===== src/rtl/uart_periph_pkg.sv =====
// Shared definitions for the uart_periph slot: register offsets, STATUS/CTRL
// bit positions, FSM state encodings and the bit-period helper.
package uart_defs;

   localparam logic [7:0] UART_STATUS = 8'h00;
   localparam logic [7:0] UART_DATA   = 8'h04;
   localparam logic [7:0] UART_CTRL   = 8'h08;

   localparam int ST_RX_READY = 0;
   localparam int ST_TX_FULL  = 1;
   localparam int ST_TX_BUSY  = 2;
   localparam int ST_RX_OVF   = 3;
   localparam int ST_RX_FERR  = 4;

   localparam int CTRL_RX_IE = 0;
   localparam int CTRL_TX_IE = 1;

   typedef enum logic [1:0] {
      TX_IDLE  = 2'd0,
      TX_START = 2'd1,
      TX_DATA  = 2'd2,
      TX_STOP  = 2'd3
   } tx_state_e;

   typedef enum logic [1:0] {
      RX_IDLE  = 2'd0,
      RX_START = 2'd1,
      RX_DATA  = 2'd2,
      RX_STOP  = 2'd3
   } rx_state_e;

   // Clocks per serial bit, truncated
   function automatic int calc_bit_div(input int clk_khz, input int baud);
      return (clk_khz * 1000) / baud;
   endfunction

endpackage


===== src/rtl/uart_periph_bit_timer.sv =====
// Bit-period down-counter shared by the TX and RX paths. A full load gives a
// tick BIT_DIV clocks later, a half load gives one after BIT_DIV/2 clocks;
// after each tick the counter rewinds to a full period on its own.
module uart_bit_timer #(
   parameter int BIT_DIV = 106
) (
   input  logic clk_i,
   input  logic rst_i,
   input  logic load_i,
   input  logic half_load_i,
   output logic tick_o
);

   localparam int               CNT_W     = $clog2(BIT_DIV);
   localparam logic [CNT_W-1:0] FULL_LOAD = CNT_W'(BIT_DIV - 1);
   localparam logic [CNT_W-1:0] HALF_LOAD = CNT_W'((BIT_DIV / 2) - 1);
   localparam logic [CNT_W-1:0] CNT_ZERO  = CNT_W'(0);
   localparam logic [CNT_W-1:0] CNT_ONE   = CNT_W'(1);

   logic [CNT_W-1:0] cnt_r;
   logic [CNT_W-1:0] cnt_nxt_s;
   logic             tick_r;

   // Next count: explicit loads win, otherwise count down and wrap to a full period
   always_comb begin
      cnt_nxt_s = cnt_r;
      if (load_i) begin
         cnt_nxt_s = FULL_LOAD;
      end else if (half_load_i) begin
         cnt_nxt_s = HALF_LOAD;
      end else if (cnt_r == CNT_ZERO) begin
         cnt_nxt_s = FULL_LOAD;
      end else begin
         cnt_nxt_s = cnt_r - CNT_ONE;
      end
   end

   // Count register and registered tick (high while the count sits at zero)
   always_ff @(posedge clk_i or posedge rst_i) begin
      if (rst_i) begin
         cnt_r  <= FULL_LOAD;
         tick_r <= 1'b0;
      end else begin
         cnt_r  <= cnt_nxt_s;
         tick_r <= (cnt_nxt_s == CNT_ZERO);
      end
   end

   assign tick_o = tick_r;

endmodule


===== src/rtl/uart_periph.sv =====
// 8N1 UART peripheral for one 256-byte interconnect slot. TX uses a holding
// register feeding a shifter; RX has a single holding register with overflow
// and framing-error flags. One level interrupt combines RX-ready and TX-empty.
module uart_periph
   import uart_defs::*;
#(
   parameter int CLK_KHZ   = 12288,
   parameter int UART_BAUD = 115200
) (
   input  logic        clk_i,
   input  logic        rst_i,
   output logic        intr_o,
   input  logic [7:0]  addr_i,
   input  logic [31:0] data_i,
   output logic [31:0] data_o,
   input  logic [3:0]  wr_i,
   input  logic        rd_i,
   input  logic        rxd_i,
   output logic        txd_o
);

   localparam int BIT_DIV = calc_bit_div(CLK_KHZ, UART_BAUD);

   if (BIT_DIV < 4) begin : g_bit_div_check
      $error("uart_periph: BIT_DIV must be at least 4");
   end

   // Bus decode
   logic wr_status_s, wr_data_s, wr_ctrl_s, rd_pop_s, unused_s;
   assign wr_status_s = wr_i[0] & (addr_i == UART_STATUS);
   assign wr_data_s   = wr_i[0] & (addr_i == UART_DATA);
   assign wr_ctrl_s   = wr_i[0] & (addr_i == UART_CTRL);
   assign rd_pop_s    = rd_i & (addr_i == UART_DATA);
   assign unused_s    = ^{data_i[31:8], wr_i[3:1]};

   // ---------------- TX path ----------------
   tx_state_e   tx_state_r, tx_next_s;
   logic [7:0]  tx_hold_r, tx_shift_r;
   logic [2:0]  tx_bit_r;
   logic        tx_full_r, txd_r, txd_s;
   logic        tx_tick_s, tx_xfer_s, tx_tmr_load_s, tx_shift_en_s;
   logic        tx_accept_s, tx_busy_s;

   uart_bit_timer #(.BIT_DIV(BIT_DIV)) u_tx_timer (
      .clk_i       (clk_i),
      .rst_i       (rst_i),
      .load_i      (tx_tmr_load_s),
      .half_load_i (1'b0),
      .tick_o      (tx_tick_s)
   );

   assign tx_busy_s = (tx_state_r != TX_IDLE);
   // A write is taken if the holding register is empty once this cycle's transfer is done
   assign tx_accept_s = wr_data_s & (~tx_full_r | tx_xfer_s);

   // TX state register
   always_ff @(posedge clk_i or posedge rst_i) begin
      if (rst_i) begin
         tx_state_r <= TX_IDLE;
      end else begin
         tx_state_r <= tx_next_s;
      end
   end

   // TX next state; a pending byte after STOP goes straight to START
   always_comb begin
      tx_next_s = tx_state_r;
      case (tx_state_r)
         TX_IDLE:  if (tx_full_r) tx_next_s = TX_START; else tx_next_s = TX_IDLE;
         TX_START: if (tx_tick_s) tx_next_s = TX_DATA;  else tx_next_s = TX_START;
         TX_DATA:  if (tx_tick_s && (tx_bit_r == 3'd7)) tx_next_s = TX_STOP;
                   else tx_next_s = TX_DATA;
         TX_STOP:  if (tx_tick_s) tx_next_s = tx_full_r ? TX_START : TX_IDLE;
                   else tx_next_s = TX_STOP;
         default:  tx_next_s = TX_IDLE;
      endcase
   end

   // TX outputs: line level, holding-to-shifter transfer, timer restart, shift enable
   always_comb begin
      txd_s         = 1'b1;
      tx_xfer_s     = 1'b0;
      tx_tmr_load_s = 1'b0;
      tx_shift_en_s = 1'b0;
      case (tx_state_r)
         TX_IDLE: begin
            tx_xfer_s     = tx_full_r;
            tx_tmr_load_s = tx_full_r;
         end
         TX_START: txd_s = 1'b0;
         TX_DATA: begin
            txd_s         = tx_shift_r[0];
            tx_shift_en_s = tx_tick_s;
         end
         TX_STOP:  tx_xfer_s = tx_tick_s & tx_full_r;
         default:  txd_s = 1'b1;
      endcase
   end

   // TX datapath: holding register, shifter, bit count and registered line
   always_ff @(posedge clk_i or posedge rst_i) begin
      if (rst_i) begin
         tx_hold_r  <= 8'h00;
         tx_full_r  <= 1'b0;
         tx_shift_r <= 8'h00;
         tx_bit_r   <= 3'd0;
         txd_r      <= 1'b1;
      end else begin
         if (tx_accept_s) begin
            tx_hold_r <= data_i[7:0];
            tx_full_r <= 1'b1;
         end else if (tx_xfer_s) begin
            tx_full_r <= 1'b0;
         end
         if (tx_xfer_s) begin
            tx_shift_r <= tx_hold_r;
            tx_bit_r   <= 3'd0;
         end else if (tx_shift_en_s) begin
            tx_shift_r <= {1'b0, tx_shift_r[7:1]};
            tx_bit_r   <= tx_bit_r + 3'd1;
         end
         txd_r <= txd_s;
      end
   end

   // ---------------- RX path ----------------
   rx_state_e   rx_state_r, rx_next_s;
   logic [1:0]  rx_sync_r;
   logic        rx_prev_r, rx_line_s, rx_fall_s, rx_tick_s;
   logic [7:0]  rx_shift_r, rx_byte_r;
   logic [2:0]  rx_bit_r;
   logic        rx_ready_r, rx_ovf_r, rx_ferr_r;
   logic        rx_half_load_s, rx_sample_s, rx_done_s, rx_ferr_set_s;

   uart_bit_timer #(.BIT_DIV(BIT_DIV)) u_rx_timer (
      .clk_i       (clk_i),
      .rst_i       (rst_i),
      .load_i      (1'b0),
      .half_load_i (rx_half_load_s),
      .tick_o      (rx_tick_s)
   );

   assign rx_line_s = rx_sync_r[1];
   assign rx_fall_s = rx_prev_r & ~rx_line_s;

   // Two-flop synchronizer plus previous-level flop for edge detection
   always_ff @(posedge clk_i or posedge rst_i) begin
      if (rst_i) begin
         rx_sync_r <= 2'b11;
         rx_prev_r <= 1'b1;
      end else begin
         rx_sync_r <= {rx_sync_r[0], rxd_i};
         rx_prev_r <= rx_line_s;
      end
   end

   // RX state register
   always_ff @(posedge clk_i or posedge rst_i) begin
      if (rst_i) begin
         rx_state_r <= RX_IDLE;
      end else begin
         rx_state_r <= rx_next_s;
      end
   end

   // RX next state; a start bit that is high at mid-bit is treated as a glitch
   always_comb begin
      rx_next_s = rx_state_r;
      case (rx_state_r)
         RX_IDLE:  if (rx_fall_s) rx_next_s = RX_START; else rx_next_s = RX_IDLE;
         RX_START: if (rx_tick_s) rx_next_s = rx_line_s ? RX_IDLE : RX_DATA;
                   else rx_next_s = RX_START;
         RX_DATA:  if (rx_tick_s && (rx_bit_r == 3'd7)) rx_next_s = RX_STOP;
                   else rx_next_s = RX_DATA;
         RX_STOP:  if (rx_tick_s) rx_next_s = RX_IDLE; else rx_next_s = RX_STOP;
         default:  rx_next_s = RX_IDLE;
      endcase
   end

   // RX outputs: half-period timer start, bit-centre sampling, frame outcome
   always_comb begin
      rx_half_load_s = 1'b0;
      rx_sample_s    = 1'b0;
      rx_done_s      = 1'b0;
      rx_ferr_set_s  = 1'b0;
      case (rx_state_r)
         RX_IDLE:  rx_half_load_s = rx_fall_s;
         RX_START: rx_sample_s    = 1'b0;
         RX_DATA:  rx_sample_s    = rx_tick_s;
         RX_STOP: begin
            rx_done_s     = rx_tick_s & rx_line_s;
            rx_ferr_set_s = rx_tick_s & ~rx_line_s;
         end
         default:  rx_sample_s = 1'b0;
      endcase
   end

   // RX shifter and holding register; a same-edge pop makes room for the new byte
   always_ff @(posedge clk_i or posedge rst_i) begin
      if (rst_i) begin
         rx_shift_r <= 8'h00;
         rx_bit_r   <= 3'd0;
         rx_byte_r  <= 8'h00;
         rx_ready_r <= 1'b0;
      end else begin
         if (rx_half_load_s) begin
            rx_bit_r <= 3'd0;
         end else if (rx_sample_s) begin
            rx_shift_r <= {rx_line_s, rx_shift_r[7:1]};
            rx_bit_r   <= rx_bit_r + 3'd1;
         end
         if (rx_done_s && (!rx_ready_r || rd_pop_s)) begin
            rx_byte_r  <= rx_shift_r;
            rx_ready_r <= 1'b1;
         end else if (rd_pop_s) begin
            rx_ready_r <= 1'b0;
         end
      end
   end

   // Sticky error flags; a set on the same edge as a software clear wins
   always_ff @(posedge clk_i or posedge rst_i) begin
      if (rst_i) begin
         rx_ovf_r  <= 1'b0;
         rx_ferr_r <= 1'b0;
      end else begin
         if (rx_done_s && rx_ready_r && !rd_pop_s) begin
            rx_ovf_r <= 1'b1;
         end else if (wr_status_s && data_i[ST_RX_OVF]) begin
            rx_ovf_r <= 1'b0;
         end
         if (rx_ferr_set_s) begin
            rx_ferr_r <= 1'b1;
         end else if (wr_status_s && data_i[ST_RX_FERR]) begin
            rx_ferr_r <= 1'b0;
         end
      end
   end

   // ---------------- Control, read-back, interrupt ----------------
   logic        rx_ie_r, tx_ie_r, intr_r;
   logic [31:0] data_r;

   // Interrupt enable register
   always_ff @(posedge clk_i or posedge rst_i) begin
      if (rst_i) begin
         rx_ie_r <= 1'b0;
         tx_ie_r <= 1'b0;
      end else if (wr_ctrl_s) begin
         rx_ie_r <= data_i[CTRL_RX_IE];
         tx_ie_r <= data_i[CTRL_TX_IE];
      end
   end

   // Registered read data, held between reads
   always_ff @(posedge clk_i or posedge rst_i) begin
      if (rst_i) begin
         data_r <= 32'h0000_0000;
      end else if (rd_i) begin
         case (addr_i)
            UART_STATUS: data_r <= {27'd0, rx_ferr_r, rx_ovf_r, tx_busy_s, tx_full_r, rx_ready_r};
            UART_DATA:   data_r <= {24'd0, rx_byte_r};
            UART_CTRL:   data_r <= {30'd0, tx_ie_r, rx_ie_r};
            default:     data_r <= 32'h0000_0000;
         endcase
      end
   end

   // Level interrupt: byte waiting, or transmitter completely drained
   always_ff @(posedge clk_i or posedge rst_i) begin
      if (rst_i) begin
         intr_r <= 1'b0;
      end else begin
         intr_r <= (rx_ready_r & rx_ie_r) | (~tx_full_r & ~tx_busy_s & tx_ie_r);
      end
   end

   assign data_o = data_r;
   assign intr_o = intr_r;
   assign txd_o  = txd_r;

endmodule


===== config.mk =====
export PLATFORM = sky130hd
export DESIGN_NAME = uart_periph
export DESIGN_NICKNAME = d
export VERILOG_FILES = /design/src/rtl/uart_periph_pkg.sv /design/src/rtl/uart_periph_bit_timer.sv /design/src/rtl/uart_periph.sv
export SDC_FILE = /design/constraint.sdc
export NUM_CORES = 1
export LEC_CHECK = 0
export CAP_MARGIN = 10
export CORE_ASPECT_RATIO = 1.5
export CORE_MARGIN = 3
export CORE_UTILIZATION = 45
export CTS_CLUSTER_DIAMETER = 120
export DETAILED_ROUTE_END_ITERATION = 6
export PLACE_DENSITY = 0.86
export REMOVE_ABC_BUFFERS = 1
export SYNTH_ARGS = -nofsm -noshare
export SYNTH_HDL_FRONTEND = slang
export SYNTH_SLANG_ARGS = --single-unit

===== constraint.sdc =====
create_clock -name clk_i -period 2.7 [get_ports clk_i]
set_clock_uncertainty 0.2 [all_clocks]
set_input_delay 0.54 -clock clk_i [delete_from_list [all_inputs] [get_ports clk_i]]
set_output_delay 0.54 -clock clk_i [all_outputs]
set_load 0.01 [all_outputs]

* Word level (Yosys, flattened, before mapping)
Index checks and enable logic that the tools add are counted.
** Cells by class
- Bitwise logic cells :: 18
- Eq/ne operators :: 10
- Reductions and logical operators :: 25
- $add $sub $neg :: 4
- Mux-type cells :: 38
** Operator list (number)
- 7-bit logical NOT :: 4
- 7-bit two-way mux :: 4
- 8-bit one-hot mux with 3 select lines :: 1
- 1-bit two-way mux :: 18
- 8-bit two-way mux :: 2
- 2-bit one-hot mux with 4 select lines :: 2
- 2-bit nonzero test :: 7
- 7-bit by 1-bit subtractor with 7-bit output, second input constant :: 2
- 1-bit bitwise AND :: 12
- 3-bit two-way mux :: 4
- 2-bit two-way mux :: 5
- 2-bit equality test, second input constant :: 4
- 8-bit by 3-bit equality test with 1-bit output, second input constant :: 1
- 8-bit by 4-bit equality test with 1-bit output, second input constant :: 1
- 8-bit logical NOT :: 1
- 1-bit logical AND :: 7
- 3-bit by 1-bit adder with 3-bit output, second input constant :: 2
- 3-bit equality test, second input constant :: 2
- 2-bit by 1-bit equality test with 1-bit output, second input constant :: 2
- 2-bit logical NOT :: 2
- 1-bit NOT :: 4
- 1-bit one-hot mux with 2 select lines :: 2
- 1-bit logical NOT :: 2
- 1-bit OR :: 2
- other kinds (2) :: 2
** Storage, ports and cells
- Logic and storage cells :: 118
- Output and inout bits :: 34
- Input bits :: 48
- Bits in registers :: 101

* Depth between registers and ports, before layout
Gate-level depths: netlist of the first run.
- Depth after elaboration :: 5
- Gate-level depth with buffers :: 7
- Gate-level depth less buffers :: 6

* Cells and area by module
Synthesis of the first run repeated with hierarchy kept, for this count alone.
** Second synthesis, totals
- Cells, all modules :: 337
- Area total of the unflattened synthesis :: 3762.4 sq um
** Modules (own cells, without submodules)
- uart_periph :: seq. area each 1531.5 sq um, cells an instance 248, area each 2876.5 sq um, times used 1
- uart_bit_timer (u_rx_timer) :: seq. area each 205.2 sq um, cells an instance 48, area each 455.4 sq um, times used 1
- uart_bit_timer (u_tx_timer) :: seq. area each 205.2 sq um, cells an instance 41, area each 430.4 sq um, times used 1

* Worst setup path before layout of the first run
Ideal clock, no wire load.
- Path type :: input to register
- Start :: in addr_i[1]
- End :: reg rx_byte_r[0]
- Path buffers :: 1
- Stages on the path :: 5
- Data arrival time :: 1.909 ns
- Setup slack :: 0.466 ns
- Setup time :: 0.125 ns
- Data required time :: 2.375 ns
- Path through :: or4_4 > o31ai_4 > nand2b_1 > buf_6 > mux2_4
** Between the ends
- Cells in the longest elaborated chain, start to end :: 4
** RTL lines
- start: declaration :: RTL line uart_periph.sv:13 : input logic [7:0] addr_i,
- 8-bit by 3-bit equality test with 1-bit output :: RTL line uart_periph.sv:33 : assign rd_pop_s = rd_i & (addr_i == UART_DATA);
- 1-bit bitwise AND :: RTL line uart_periph.sv:33
- 1-bit logical OR :: RTL line uart_periph.sv:212 : if (rx_done_s && (!rx_ready_r || rd_pop_s)) begin
- 1-bit logical AND :: RTL line uart_periph.sv:212
- end signal: assignment :: RTL line uart_periph.sv:213 : rx_byte_r <= rx_shift_r;
- end: declaration :: RTL line uart_periph.sv:130 : logic [7:0] rx_shift_r, rx_byte_r;
No other way between the ends.
A chain may end at the register's enable or synchronous reset.

* Worst setup path after layout of the first run
- Start :: in addr_i[1]
- End :: reg tx_ie_r
** Between the ends
- Cells in the longest elaborated chain, start to end :: 2
** RTL lines
- 8-bit by 4-bit equality test with 1-bit output :: RTL line uart_periph.sv:32 : assign wr_ctrl_s = wr_i[0] & (addr_i == UART_CTRL);
- 1-bit bitwise AND :: RTL line uart_periph.sv:32
- end signal: assignment :: RTL line uart_periph.sv:251 : tx_ie_r <= data_i[CTRL_TX_IE];
- end: declaration :: RTL line uart_periph.sv:241 : logic rx_ie_r, tx_ie_r, intr_r;
No other way between the ends.

==> results of run 1 <==
-- area by class of cell --
| class | instances | area, um2 |
|---|---|---|
| inverter | 10 | 37.5 |
| multi-input combinational | 229 | 1540 |
| tap | 102 | 128 |
| clock buffer | 11 | 253 |
| sequential | 77 | 1940 |
| clock inverter | 5 | 35.0 |
| fill | 620 | 3430 |
| timing repair buffer | 40 | 388 |
-- critical path, cell delays in order --
cell and delay, ps:
clkdlybuf4s50_1 390, or4_4 580, buf_4 170, nor3_1 270
nand3_1 170, mux2_2 290
-- synthesized netlist by cell type, types with 2 or more instances --
cell type | n | area share
nand2_1 | 51 | 0.052
a22o_1 | 6 | 0.014
buf_4 | 24 | 0.049
mux2i_1 | 11 | 0.030
nor2b_1 | 3 | 0.0051
nand4_1 | 2 | 0.0034
xnor2_1 | 4 | 0.0096
dfstp_2 | 12 | 0.086
a31oi_1 | 2 | 0.0034
o2bb2ai_1 | 6 | 0.014
a21oi_1 | 10 | 0.014
ha_1 | 13 | 0.045
or4_4 | 2 | 0.0062
mux2_2 | 11 | 0.034
o21ai_0 | 14 | 0.019
nand4b_1 | 2 | 0.0048
dfrtp_1 | 65 | 0.45
nand3_1 | 5 | 0.0069
nand3b_1 | 2 | 0.0041
nor2_1 | 17 | 0.017
clkbuf_1 | 5 | 0.0051
nor3_1 | 8 | 0.011
xor2_1 | 3 | 0.0072
a32o_1 | 2 | 0.0055
and3b_1 | 2 | 0.0048
mux2_4 | 8 | 0.033
inv_1 | 10 | 0.010
-- cell families after synthesis --
| kind of cell | synth area share |
|---|---|
| and+or+nand+nor | 0.144 |
| adders and majority gates | 0.0446 |
| DFF | 0.532 |
| AOI/OAI and AO/OA | 0.0957 |
| other | 0.00103 |
| muxes | 0.0971 |
| buffers and inverters | 0.0679 |
| xor gates and xnor gates | 0.0168 |
-- cells in the final DEF, fill, tap and decap left out, drive strengths merged, types with 2 or more instances in the layout --
| master | netlist | routed |
|---|---|---|
| buf | 25 | 10 |
| nor4b | 2 | 2 |
| a32o | 2 | 2 |
| inv | 10 | 10 |
| ha | 13 | 13 |
| or4 | 2 | 2 |
| a31oi | 2 | 2 |
| xor2 | 3 | 3 |
| conb | 1 | 24 |
| clkinvlp | 0 | 4 |
| nand3 | 5 | 5 |
| a22o | 6 | 6 |
| clkdlybuf4s50 | 0 | 30 |
| nor2b | 3 | 3 |
| mux2 | 19 | 19 |
| nand4b | 2 | 2 |
| nor2 | 18 | 18 |
| nand4 | 3 | 3 |
| and3b | 2 | 2 |
| dfstp | 12 | 12 |
| nand3b | 2 | 2 |
| a21oi | 10 | 10 |
| dfrtp | 65 | 65 |
| o2bb2ai | 6 | 6 |
| xnor2 | 4 | 4 |
| nor3 | 9 | 9 |
| nand2 | 51 | 51 |
| o21ai | 15 | 15 |
| clkbuf | 5 | 11 |
| o31ai | 2 | 2 |
| mux2i | 11 | 11 |
-- through the flow --
| stage | area, um2 | cells |
|---|---|---|
| final | 4330 | 474 |
| after global routing | 4330 | 474 |
| after CTS | 4330 | 474 |
| after detailed placement | 4040 | 458 |
| after global placement | 4040 | 458 |
| after floorplan | 3520 | 316 |
-- flip-flops by register name, summed over array words and instances (netlist names), 2 cells and up --
name and flops:
rx_bit_r 3, u_tx_timer.cnt_r 7, rx_sync_r 2, tx_bit_r 3, rx_byte_r 8, rx_state_r 2
rx_shift_r 8, tx_hold_r 8, tx_state_r 2, u_rx_timer.cnt_r 7, tx_shift_r 8, data_o 8
-- power by group --
group	internal, mW	switching [mW]
registers	1.26	0.0960
clock network	0.670	0.459
logic	0.181	0.174
total	2.11	0.729
-- worst max-delay path by stage --
stage	endpoint	start	slack, ps	cells past startpoint
6_report	tx_ie_r	addr_i[1]	300	6
5_1_grt	rx_ie_r	addr_i[1]	260	6
4_1_cts	tx_ie_r	addr_i[1]	310	6
3_5_place_dp	tx_ie_r	addr_i[1]	-4	6
3_3_place_gp	rx_ie_r	addr_i[1]	-1	6
2_1_floorplan	data_o[0]	rst_i	10	1
-- layer usage --
metal	wire (um)	global-route usage	share of wire	up-vias
met4	205	0.0883	0.030	0
met5	0	0	0	-
met1	2740	0.191	0.40	1217
met2	3610	0.265	0.53	48
li1	-	-	-	1167
met3	236	0.0401	0.035	15
==> impl_metrics.csv, run 1 <==
group,metric,value,unit
run_status,outcome,"finished, final reports clean",
power_and_ir_drop,power_leakage,2.08,nW
timing,final_max_slew_viol_count,0,
global_route,grt_pass1_wl,11400,um
place,io_buffer_count,30,
critical_path,crit_fanout,3,
place,dp_hpwl,4900,um
global_route,grt_max_degree,78,
yosys,ys.flop_type,"dfrtp_1",
detailed_routing,wl,6800,um
clock_tree,post_cts_buffers,0,
clock_tree,cts_resized,0,
clock_tree,clock_latency,340,ps
finish,nets,428,
yosys,seq_area_frac_synth,0.532,
floorplan,num_rows,39,
min_path,holdCritPathClass,"flop to flop",
yosys,synth_edf_count,0,
timing,finalWorstSetupSlack,299,ps
critical_path,r2r_end,"tx_hold_r[7]",
global_route,track_usage,0.161,
clock_tree,ctsHoldBuffers,0,
detailed_routing,drtAntennaViolNets,0,
detailed_routing,wl_per_cell,14.3,um
detailed_routing,route.detailed.drc,0,
finish,area_delta_synth_final,18.6,%
power_and_ir_drop,peakVddDrop,324,uV
critical_path,path_class,"input port to flop",
critical_path,r2r_start,"tx_state_r[0]",
timing,whs,155,ps
floorplan,core-area,7760,um2
yosys,ys_seq_elements,77,
finish,final_layout_size_suffix_gt1_frac,0.180,
critical_path,cp-start-kind,"input port",
yosys,avgSynthCellArea,11.3,um2
detailed_routing,firstDrtPassIters,5,
yosys,synthesis.area,3650,um2
detailed_routing,dr_total_vias,2447,
min_path,hold_start,"rx_sync_r[0]",
place,pre_cts_slack,-3.97,ps
min_path,hold_depth,0,
power_and_ir_drop,p_total,2.84,mW
timing,max-slew-margin-rel,0.645,
global_route,grt_pass1_vias,2450,
yosys,yosysWarnings,0,
floorplan,ios,82,
yosys,ys_types,50,
detailed_routing,drtIter0Drc,129,
critical_path,end_kind,"flop",
timing,worst_pin_slew,528,ps
floorplan,dieArea,9240,um2
timing,max_freq,0.417,GHz
clock_tree,cts_root_buf,"clkbuf_16",
clock_tree,htreeDepth,3,
yosys,async_reset_ff_frac,1.00,
floorplan,start_util,0.470,
timing,setup_viol,0,
flow_run,drv_cap,0,
clock_tree,cts_num_sinks,77,
detailed_routing,via_per_inst,5.16,
clock_tree,cts_tree,"yes",
timing,period_share,0.889,
timing,finalHoldViolCount,0,
critical_path,r2r_slack,570,ps
critical_path,cp_data_required_time,2720,ps
yosys,syn_inst,323,
finish,post-route-util,0.558,
global_route,overflow,0,
clock_tree,clk_pin_slew_worst_paths,60,ps
critical_path,crit_arrival,2420,ps
power_and_ir_drop,power.density,656,nW/um2
critical_path,reg2reg_depth,6,
min_path,hold_path_end,"rx_sync_r[1]",
place,routabilityCongestion,0.857,
timing,period_needed,2400,ps
finish,antenna_cells,0,
timing,tns,0,ps
floorplan,die_w,79.5,um
timing,rsz0062_at_grt,"false",
clock_tree,cts.path.max_buffers,2,
global_route,antenna_found_initial,0,
clock_tree,cts-buffers-inserted,9,
floorplan,die_h,116,um
No activity file was read; power rests on OpenSTA's default activity.
==> run 2, diff against run 1 <==
--- a/config.mk
+++ b/config.mk
@@ -10,6 +10,7 @@
 export CORE_MARGIN = 3
 export CORE_UTILIZATION = 45
 export CTS_CLUSTER_DIAMETER = 120
+export CTS_CLUSTER_SIZE = 20
 export DETAILED_ROUTE_END_ITERATION = 6
 export PLACE_DENSITY = 0.86
 export REMOVE_ABC_BUFFERS = 1
==> results of run 2 <==
Final layout, timing and power as in run 1 (identical DEF).
==> run 3, diff against run 2 <==
==> constraint.sdc (replaced) <==
create_clock -name clk_i -period 2.1 [get_ports clk_i]
set_clock_uncertainty 0.2 [all_clocks]
set_input_delay 0.42 -clock clk_i [delete_from_list [all_inputs] [get_ports clk_i]]
set_output_delay 0.42 -clock clk_i [all_outputs]
set_load 0.01 [all_outputs]
==> impl_metrics.csv, run 3 (synthesis results as in run 1) <==
group,metric,value,unit
finish,final_cells,488,
place,routabilityCongestion,0.828,
timing,final_max_slew_viol_count,0,
critical_path,r2r_start,"u_rx_timer.cnt_r[0]",
critical_path,cp_data_required_time,2110,ps
global_route,overflow,0,
clock_tree,clock_latency,330,ps
detailed_routing,route.detailed.drc,0,
floorplan,num_rows,39,
floorplan,dieArea,9240,um2
timing,finalWorstSetupSlack,69.4,ps
detailed_routing,wl_per_cell,14.5,um
clock_tree,cts_num_sinks,77,
detailed_routing,via_per_inst,5.08,
timing,max-slew-margin-rel,0.600,
power_and_ir_drop,p_sw,0.939,mW
clock_tree,htreeDepth,3,
power_and_ir_drop,power.clock.fraction,0.403,
power_and_ir_drop,pwr-share-seq,0.459,
floorplan,die_h,116,um
floorplan,ios,82,
critical_path,slowest_stage,"or3_4",
finish,final_common_cell,"dfrtp_1",
critical_path,r2r_end,"u_rx_timer.tick_o",
detailed_routing,firstDrtPassIters,4,
finish,final_cell_mix,"dfrtp_1, nand2_1, clkdlybuf4s50_1",
clock_tree,cts_tree,"yes",
detailed_routing,drtAntennaViolNets,0,
global_route,antenna_found_initial,0,
global_route,grt_pass1_wl,11800,um
floorplan,core-area,7760,um2
power_and_ir_drop,power.internal,2.84,mW
finish,area_delta_synth_final,23.1,%
floorplan,die_w,79.5,um
clock_tree,cts_root_buf,"clkbuf_16",
timing,period_share,0.967,
min_path,holdCritPathClass,"flop to flop",
critical_path,worst_path_dominant_cell_family,"buffers and inverters",
clock_tree,ctsHoldBuffers,0,
min_path,hold_depth,0,
timing,period_needed,2030,ps
critical_path,crit_fanout,8,
min_path,hold_start,"rx_sync_r[0]",
min_path,hold_path_end,"rx_sync_r[1]",
timing,rsz0062_at_grt,"false",
critical_path,crit_buf_inv,2,
place,post-place-cells,470,
detailed_routing,drtIter0Drc,108,
power_and_ir_drop,peakVddDrop,541,uV
critical_path,path_class,"input port to flop",
critical_path,end_kind,"flop",
critical_path,max_stage_delay,440,ps
clock_tree,clk_pin_slew_worst_paths,60,ps
global_route,grt_max_degree,30,
timing,finalHoldViolCount,0,
power_and_ir_drop,switching_share,0.248,
place,io_buffer_count,30,
detailed_routing,wl,7100,um
finish,nets,442,
timing,setup_viol,0,
critical_path,r2r_slack,80,ps
clock_tree,cts.path.max_buffers,2,
global_route,grt_pass1_vias,2559,
timing,max_freq,0.492,GHz
run_status,outcome,"finished, final reports clean",
critical_path,reg2reg_depth,5,
global_route,track_usage,0.166,
floorplan,start_util,0.470,
flow_run,drv_cap,0,
power_and_ir_drop,power_leakage,2.20,nW
finish,final_layout_size_suffix_gt1_frac,0.215,
critical_path,cp-start-kind,"input port",
power_and_ir_drop,power.density,842,nW/um2
power_and_ir_drop,p_comb_frac,0.139,
finish,antenna_cells,0,
place,dp_hpwl,5280,um
timing,worst_pin_slew,594,ps
clock_tree,cts-buffers-inserted,9,
critical_path,crit_arrival,2040,ps
critical_path,crit_chain,"clkdlybuf4s50_1 -> or3_4 -> o31ai_4 -> nand2b_1 -> buf_6 -> mux2_4",
place,pre_cts_slack,-493,ps
detailed_routing,dr_total_vias,2477,
-- run 3: metal layers --
metal | vias to the layer above | wire length (um) | GRT usage
met2 | 51 | 3830 | 0.293
met4 | 0 | 210 | 0.0849
met3 | 17 | 272 | 0.0401
met1 | 1212 | 2780 | 0.186
li1 | 1197 | - | -
met5 | - | 0 | 0
-- run 3: area by class of cell --
type / count / area, um2
sequential: 77 / 1940
fill: 629 / 3270
clock inverter: 4 / 48.8
tap: 102 / 128
clock buffer: 12 / 246
multi-input combinational: 229 / 1580
inverter: 10 / 37.5
timing repair buffer: 54 / 512
-- run 3: power by group through the flow --
stage	combinational [mW]	sequential, mW	clock (mW)
final	0.524	1.73	1.52
after global routing	0.581	1.75	1.62
after CTS	0.507	1.73	1.55
after detailed placement	0.501	1.75	0
after global placement	0.471	1.75	0
after floorplan	0.330	1.73	0
-- run 3: worst max path at each step --
stage	cells after the start	end	startpoint	slack, ps
floorplan	1	data_o[0]	rst_i	-470
global placement	6	rx_ie_r	addr_i[1]	-480
detailed placement	6	rx_ie_r	addr_i[1]	-490
CTS	6	rx_byte_r[6]	addr_i[5]	20
global route	5	u_rx_timer.tick_o	u_rx_timer.cnt_r[0]	10
finish	6	rx_byte_r[6]	addr_i[3]	70
-- run 3: metrics by stage --
step / TNS (ps) / utilization / total power, mW / hold slack, ps / cell area [um2]
final: 0 / 0.579 / 3.78 / 158 / 4490
after global placement: -9640 / 0.534 / 2.22 / 146 / 4140
after detailed placement: -10170 / 0.534 / 2.25 / 149 / 4140
after global routing: 0 / 0.579 / 3.95 / 166 / 4490
after floorplan: -32390 / - / 2.06 / 145 / 3520
after CTS: 0 / 0.574 / 3.79 / 159 / 4460
-- run 3: what timing repair did --
item | CTS | global route
pin swaps | 2 | 3
endpoints found under the hold margin | 0 | 0
setup buffers | 0 | 2
gates resized for setup | 6 | 6
endpoints found under the setup margin | 18 | 19
